`config.mk`:
```
export PLATFORM = sky130hd
export DESIGN_NAME = run_controller
export DESIGN_NICKNAME = d
export VERILOG_FILES = /design/src/rtl/run_controller.sv
export SDC_FILE = /design/constraint.sdc
export NUM_CORES = 1
export LEC_CHECK = 0
export ABC_CLOCK_PERIOD_IN_PS = 2700
export CAP_MARGIN = 20
export CORE_MARGIN = 2
export CORE_UTILIZATION = 34
export DETAILED_ROUTE_END_ITERATION = 7
export PLACE_DENSITY_LB_ADDON = 0.15
export SLEW_MARGIN = 20
export SYNTH_ARGS = -nofsm -noshare
export SYNTH_HDL_FRONTEND = slang
export SYNTH_SLANG_ARGS = --single-unit
```
`constraint.sdc`:
```
create_clock -name clock -period 2.7 [get_ports clock]
set_clock_uncertainty 0.05 [all_clocks]
set_input_delay 0.54 -clock clock [delete_from_list [all_inputs] [get_ports clock]]
set_output_delay 0.54 -clock clock [all_outputs]
set_load 0.02 [all_outputs]
```
`src/rtl/run_controller.sv`:
```
// Run controller: issues one-cycle cpu_enable strobes for manual step, divided auto-run and PC breakpoint halt.
// Optional cycle-limit breakpoint is compiled in when RUN_CONTROLLER_CYCLE_LIMIT_EN is defined.
module run_controller #(
  parameter int TICK_DIV        = 50000000,
  parameter int DEBOUNCE_CYCLES = 500000,
  parameter int PC_WIDTH        = 32,
  parameter int COUNT_WIDTH     = 16
) (
  input  logic                   clock,
  input  logic                   reset,
  input  logic                   step_button,
  input  logic                   run_mode,
  input  logic                   halt_request,
  input  logic                   breakpoint_enable,
  input  logic [PC_WIDTH-1:0]    breakpoint_address,
  input  logic [PC_WIDTH-1:0]    PC,
  output logic                   cpu_enable,
  output logic                   register_reset,
  output logic [COUNT_WIDTH-1:0] cycle_count,
  output logic [1:0]             state,
  output logic                   halted
`ifdef RUN_CONTROLLER_CYCLE_LIMIT_EN
  ,
  input  logic [COUNT_WIDTH-1:0] cycle_limit
`endif
);

  localparam int TICK_W = (TICK_DIV > 2) ? $clog2(TICK_DIV) : 1;
  localparam int DB_W   = $clog2(DEBOUNCE_CYCLES + 1);
  localparam logic [TICK_W-1:0] TICK_LAST = TICK_W'(TICK_DIV - 1);
  localparam logic [DB_W-1:0]   DB_LAST   = DB_W'(DEBOUNCE_CYCLES - 1);

  typedef enum logic [1:0] {
    S_RESET_HOLD = 2'b00,
    S_IDLE       = 2'b01,
    S_RUN        = 2'b10,
    S_BREAK      = 2'b11
  } state_t;

  state_t            state_q;
  logic [1:0]        sync;
  logic              accepted;
  logic [DB_W-1:0]   db_count;
  logic [TICK_W-1:0] tick_count;
  logic              step_event;
  logic              tick_hit;
  logic              bp_hit;
  logic              limit_hit;

  // Synchronize the raw button and accept a new level only after it has been stable long enough.
  always_ff @(posedge clock or posedge reset) begin
    if (reset) begin
      sync     <= 2'b00;
      accepted <= 1'b0;
      db_count <= '0;
    end else begin
      sync <= {sync[0], step_button};
      if (sync[1] == accepted) begin
        db_count <= '0;
      end else if (db_count == DB_LAST) begin
        accepted <= sync[1];
        db_count <= '0;
      end else begin
        db_count <= db_count + DB_W'(1);
      end
    end
  end

  // The event fires in the cycle the accepted level is about to rise, so it lasts exactly one cycle.
  assign step_event = sync[1] & ~accepted & (db_count == DB_LAST);
  assign tick_hit   = (tick_count == TICK_LAST);
  assign bp_hit     = breakpoint_enable & (PC == breakpoint_address);

`ifdef RUN_CONTROLLER_CYCLE_LIMIT_EN
  assign limit_hit = (cycle_limit != '0) & (cycle_count == cycle_limit);
`else
  assign limit_hit = 1'b0;
`endif

  assign state = state_q;

  // Sequencer: mode transitions, strobe generation, tick divider and executed-instruction counter.
  always_ff @(posedge clock or posedge reset) begin
    if (reset) begin
      state_q        <= S_RESET_HOLD;
      cpu_enable     <= 1'b0;
      register_reset <= 1'b1;
      cycle_count    <= '0;
      halted         <= 1'b0;
      tick_count     <= '0;
    end else begin
      cpu_enable     <= 1'b0;
      register_reset <= 1'b0;
      halted         <= 1'b0;
      case (state_q)
        S_RESET_HOLD: begin
          tick_count <= '0;
          state_q    <= run_mode ? S_RUN : S_IDLE;
        end
        S_IDLE: begin
          if (step_event) begin
            cpu_enable  <= 1'b1;
            cycle_count <= cycle_count + COUNT_WIDTH'(1);
          end
          if (run_mode) begin
            state_q    <= S_RUN;
            tick_count <= '0;
          end
        end
        S_RUN: begin
          tick_count <= tick_hit ? '0 : tick_count + TICK_W'(1);
          if (!run_mode || halt_request) begin
            state_q <= S_IDLE;
          end else if (tick_hit) begin
            if (bp_hit || limit_hit) begin
              state_q <= S_BREAK;
              halted  <= 1'b1;
            end else begin
              cpu_enable  <= 1'b1;
              cycle_count <= cycle_count + COUNT_WIDTH'(1);
            end
          end
        end
        S_BREAK: begin
          if (step_event) begin
            // Step over the breakpoint; the next auto tick is a full period away.
            cpu_enable  <= 1'b1;
            cycle_count <= cycle_count + COUNT_WIDTH'(1);
            tick_count  <= '0;
            state_q     <= (run_mode && !halt_request) ? S_RUN : S_IDLE;
          end else if (!run_mode || halt_request) begin
            state_q <= S_IDLE;
          end else begin
            halted <= 1'b1;
          end
        end
        default: begin
          state_q <= S_RESET_HOLD;
        end
      endcase
    end
  end

endmodule

```
==> Word level (Yosys, flattened, before mapping) <==
Index checks and enable logic that the tools add are counted.
{ "totals": {"ff_bits": 69, "inputBits": 70, "out_inout_bits": 21, "wordCells": 75} }
{ "op_classes": {"addsub": 3, "n_eq_ne": 16, "mux": 31, "n_bitwise": 5, "reduce_logical": 11} }
{ "op_table": {"columns": ["op", "count"], "rows": [
  ["$pmux W26 S4", 1],
  ["$mux W26", 3],
  ["$mux W16", 4],
  ["$mux W19", 2],
  ["$eq A32 B32 Y1", 1],
  ["$pmux W16 S2", 1],
  ["$add A26 B1 Y26 const B", 1],
  ["$eq A26 B26 Y1 const B", 1],
  ["$add A19 B1 Y19 const B", 1],
  ["$eq A19 B19 Y1 const B", 1],
  ["$add A16 B1 Y16 const B", 1],
  ["$mux W2", 8],
  ["$ne A2 B2 Y1 const B", 5],
  ["$mux W1", 9],
  ["$ne A3 B3 Y1 const B", 3],
  ["$pmux W2 S4", 1],
  ["$reduce_and A5 Y1", 1],
  ["$eq A2 B2 Y1 const B", 2],
  ["$pmux W1 S2", 2],
  ["$reduce_and A2 Y1", 2],
  ["$reduce_and A4 Y1", 1],
  ["$and A1 B1 Y1", 3],
  ["$eq A2 B1 Y1 const B", 1],
  ["$logic_not A1 Y1", 2],
  ["other kinds (8)", 9]
]} }

==> Logic depth before layout (Yosys ltp) <==
{ "depth": {"word_depth": 6, "depth_mapped": 10, "ltp_nobuf": 8} }

==> Worst setup path after synthesis <==
Ideal clock, no wire load.
{ "synth_timing": {"kind": "register to register", "start": "reg tick_count[0]", "end": "reg cycle_count[1]", "setup_time_ps": 125, "t_arrival_ps": 2066, "required_time_ps": 2525, "path_slack_ps": 459, "path_stages_with_launch": 9, "n_path_buf": 1, "synth_period_minus_slack_ps": 2241, "path_cell_list": "dfrtp_1 ha_1 and4_1 nand3_1 nor4_4 and2_1 a31o_2 buf_2 mux2_2"} }
{ "synth_via": {"elab_chain_len": 3} }
{ "synth_lines": {"columns": ["element", "line", "rtl"], "rows": [
  ["from (decl)", "44", "logic [TICK_W-1:0] tick_count;"],
  ["from (signal assigned)", "111", "tick_count <= tick_hit ? '0 : tick_count + TICK_W'(1);"],
  ["$eq A26 B26 Y1", "71", "assign tick_hit = (tick_count == TICK_LAST);"],
  ["$ne A2 B2 Y1 (no line)", null, null],
  ["$reduce_and A5 Y1 (no line)", null, null],
  ["to (signal assigned)", "103", "cycle_count <= cycle_count + COUNT_WIDTH'(1);"],
  ["to (signal assigned)", "120", "cycle_count <= cycle_count + COUNT_WIDTH'(1);"],
  ["to (signal assigned)", "128", "cycle_count <= cycle_count + COUNT_WIDTH'(1);"],
  ["to (decl)", "19", "output logic [COUNT_WIDTH-1:0] cycle_count,"]
]} }
Every way passes these cells.
A chain may end at the register's enable or synchronous reset.

==> Final worst setup path <==
{ "layout_timing": {"start": "reg tick_count[0]", "end": "reg cycle_count[15]"} }
The elaborated chain is that of the path after synthesis.

==> flow_summary.ini <==
[outcome]
outcome = finished clean

[timing]
report.final.slew_viol_count = 0
totalNegativeSetupSlack_ns = 0
setup_viol = 0
post-route-period-util = 0.912
timing.slew.headroom = 0.598
final.min_clock_period_ns = 2.46
maxClockFrequency_mhz = 406
tightest_slew_ns = 0.596
unrepaired_setup_endpoints_after_global_routing = no
timing.final.hold_violations = 0

[routing]
route.detailed.drc = 0
postRouteWirelength_mm = 8.46
via_per_inst = 4.87
dr_iter_0_viols = 94
avgRoutedWirePerCell_um = 13.5
final_antenna_net_count = 0
via_count = 3048
drtPass1Iterations = 4

[setup_path]
crit_family = simple AND/OR/NAND/NOR gates
combined_buffer_and_inverter_count_along_the_critical_path = 0
end_kind = flop
timing.critical_path.required_ns = 2.92
timing.critical_path.fanout_max = 10
crit_path_max_incr_delay_ns = 0.44
crit_arrival_ns = 2.68
startpoint_type = flop
critical-path-slowest-cell = sky130_fd_sc_hd__nor4_4
path_class = reg2reg
timing.critical_path.cells = ha_1, and4_1, nand3_1, nor4_4, a21o_4, o211ai_4, nor4_1, xor2_1

[floorplanning]
die_area_um2 = 11700
initial_core_util = 0.344
rows = 38
x_dimension_of_the_die_um = 108
core_area_um2 = 10700
io_pins = 91
die_height_um = 108

[clock_tree]
cts.sinks = 69
cts-root-buf = sky130_fd_sc_hd__clkbuf_8
number_of_buffers_inserted_during_clock_tree_synthesis = 9
htree_num_levels = 3
cts_hold_repair.buffers = 0
cts_max_path_buffers = 2
cts_tree = done
post_cts_resize_count = 0
cts_setup_buffers = 0
clk_latency_worst_skew_pair_ns = 0.35
worst_setup_hold_path_clk_slew_ns = 0.07

[logic_synthesis]
synthDistinctLibCells = 43
yosys_most_used_dff = sky130_fd_sc_hd__dfrtp_1
postSynthNetCount = 456
synthDominantAreaCellType = sky130_fd_sc_hd__dfrtp_1
total_of_flip_flops_plus_latches_after_synthesis = 69
synth_area_leaders = sky130_fd_sc_hd__dfrtp_1 (46%), sky130_fd_sc_hd__xnor2_1 (10%), sky130_fd_sc_hd__xor2_1 (8.3%), sky130_fd_sc_hd__nor2_1 (4.9%), sky130_fd_sc_hd__nand3_1 (3.8%)
synth-warning-count = 0
netlist_area_um2 = 3700
synthCells = 382
syn-mean-instance-area_um2 = 9.68
asyncSetResetFlopFracSynth = 1.00
synth_top_area_frac = 0.460
number_of_flops_mapped_to_enable_cells_by_yosys = 0
ys_seq_area_frac = 0.468

[place]
quantity_of_i_o_buffers_inserted_on_ports = 90
gp_congestion = 0.779
dp.final_hpwl_mm = 6.43

[pwr]
power_per_unit_of_standard_cell_area_nw_per_um2 = 420
irDropWorstVdd_uv = 191
p_leak_nw = 2.09
p_total_mw = 2.09

[global_route]
grt_max_degree = 46
grt.total_usage = 0.156
first_global_vias = 3159
grt-ovfl-total = 0
first_pass_grt_wire_length_mm = 14.3
antenna_found_initial = 0

[final_layout]
share_of_final_layout_standard_cells_stronger_than_drive_strength_1 = 0.0761
n_antenna_cell = 0
most-common-layout-cells = sky130_fd_sc_hd__clkdlybuf4s50_1 (90), sky130_fd_sc_hd__dfrtp_1 (68), sky130_fd_sc_hd__nor2_1 (48), sky130_fd_sc_hd__xnor2_1 (42), sky130_fd_sc_hd__xor2_1 (35)
nets = 555
final_util = 0.464
syn_to_final_growth_pct = 35.0
mostFrequentLayoutCell = sky130_fd_sc_hd__clkdlybuf4s50_1

[min_path]
worst_hold_path_type = reg2reg

[flow_run]
timing.max_cap.violations = 0
## Yosys cell counts (2+ instances only)
cell	count
sky130_fd_sc_hd__and3_1	11
sky130_fd_sc_hd__nor3_1	10
sky130_fd_sc_hd__nand2_1	28
sky130_fd_sc_hd__nor2_1	48
sky130_fd_sc_hd__nor4bb_1	3
sky130_fd_sc_hd__nand3_1	28
sky130_fd_sc_hd__nand4_1	16
sky130_fd_sc_hd__buf_2	3
sky130_fd_sc_hd__nor4_1	5
sky130_fd_sc_hd__a21oi_1	5
sky130_fd_sc_hd__and2_1	4
sky130_fd_sc_hd__clkbuf_1	5
sky130_fd_sc_hd__and4_1	3
sky130_fd_sc_hd__inv_1	13
sky130_fd_sc_hd__mux2_2	2
sky130_fd_sc_hd__dfrtp_1	68
sky130_fd_sc_hd__or2_2	2
sky130_fd_sc_hd__xor2_1	35
sky130_fd_sc_hd__o21ai_0	19
sky130_fd_sc_hd__nand2b_1	4
sky130_fd_sc_hd__o31ai_1	4
sky130_fd_sc_hd__ha_1	4
sky130_fd_sc_hd__xnor2_1	42
## report_power, final
group / internal [mW] / total [mW] / switching [mW]
logic: 0.153 / 0.263 / 0.110
registers: 1.05 / 1.06 / 0.0137
clock network: 0.379 / 0.772 / 0.393
total: 1.58 / 2.09 / 0.517
## through the flow
step                      cells  instance area [um2]  worst slack (ns)  hold WS [ns]
after detailed placement    610                 4810            0.0312         0.287
after CTS                   626                 4990             0.205         0.303
after floorplan             382                 3700             0.372         0.281
final                       626                 4990             0.238         0.299
after global placement      610                 4810            0.0658         0.283
after global routing        626                 4990            0.0265         0.306
## worst paths after layout
check                         startpoint               to  slack, ns  depth (start not counted)
hold / removal                   sync[0]          sync[1]       0.30                          0
min in group asynchronous          reset     db_count[13]       0.37                          2
setup / recovery           tick_count[0]  cycle_count[15]       0.24                          8
max in group asynchronous          reset   register_reset       1.68                          3
setup reg to reg           tick_count[0]  cycle_count[15]       0.24                          8
hold reg to reg                  sync[0]          sync[1]       0.30                          0
## flip-flops by register name, indices dropped and copies added, names as in the netlist
signal and cells:
register_reset 1, sync 2, cpu_enable 1, db_count 19
halted 1, state 2, accepted 1, cycle_count 16
tick_count 26
## worst reg2reg max path, delay by kind of cell, from the launching register on
kind / cells / cell delay (ns)
simple gates: 4 / 1.19
fa+ha+maj: 1 / 0.23
flops: 1 / 0.41
compound gates: 2 / 0.32
xor+xnor: 1 / 0.18
## cell families (layout without fill, tap and decap cells)
logic type | Yosys count | in the layout | share of synthesized area
AO/OA/AOI/OAI | 39 | 39 | 0.0724
XOR/XNOR | 77 | 77 | 0.182
adder cells (fa/ha/maj) | 4 | 4 | 0.0135
buffers and inverters | 21 | 125 | 0.0223
flip-flops | 69 | 69 | 0.468
multiplexers | 2 | 2 | 0.00609
other | 1 | 1 | 0.00101
AND/OR/NAND/NOR | 169 | 169 | 0.235
## layer usage
| metal | vias to the layer above | share of wire | track usage |
|---|---|---|---|
| met1 | 1435 | 0.43 | 0.187 |
| met5 | - | 0 | 0 |
| met3 | 17 | 0.066 | 0.0428 |
| met2 | 88 | 0.48 | 0.257 |
| met4 | 0 | 0.027 | 0.0824 |
| li1 | 1508 | - | - |
## final cells by class
type / instances / area, um2
well taps: 140 / 175
fillers: 1065 / 5760
flip-flops and latches: 69 / 1730
inverters: 13 / 48.8
clock inverters: 4 / 22.5
clock buffers: 12 / 155
multi-input cells: 292 / 1890
repair buffers: 96 / 971
(Power assumes the default switching activity.)
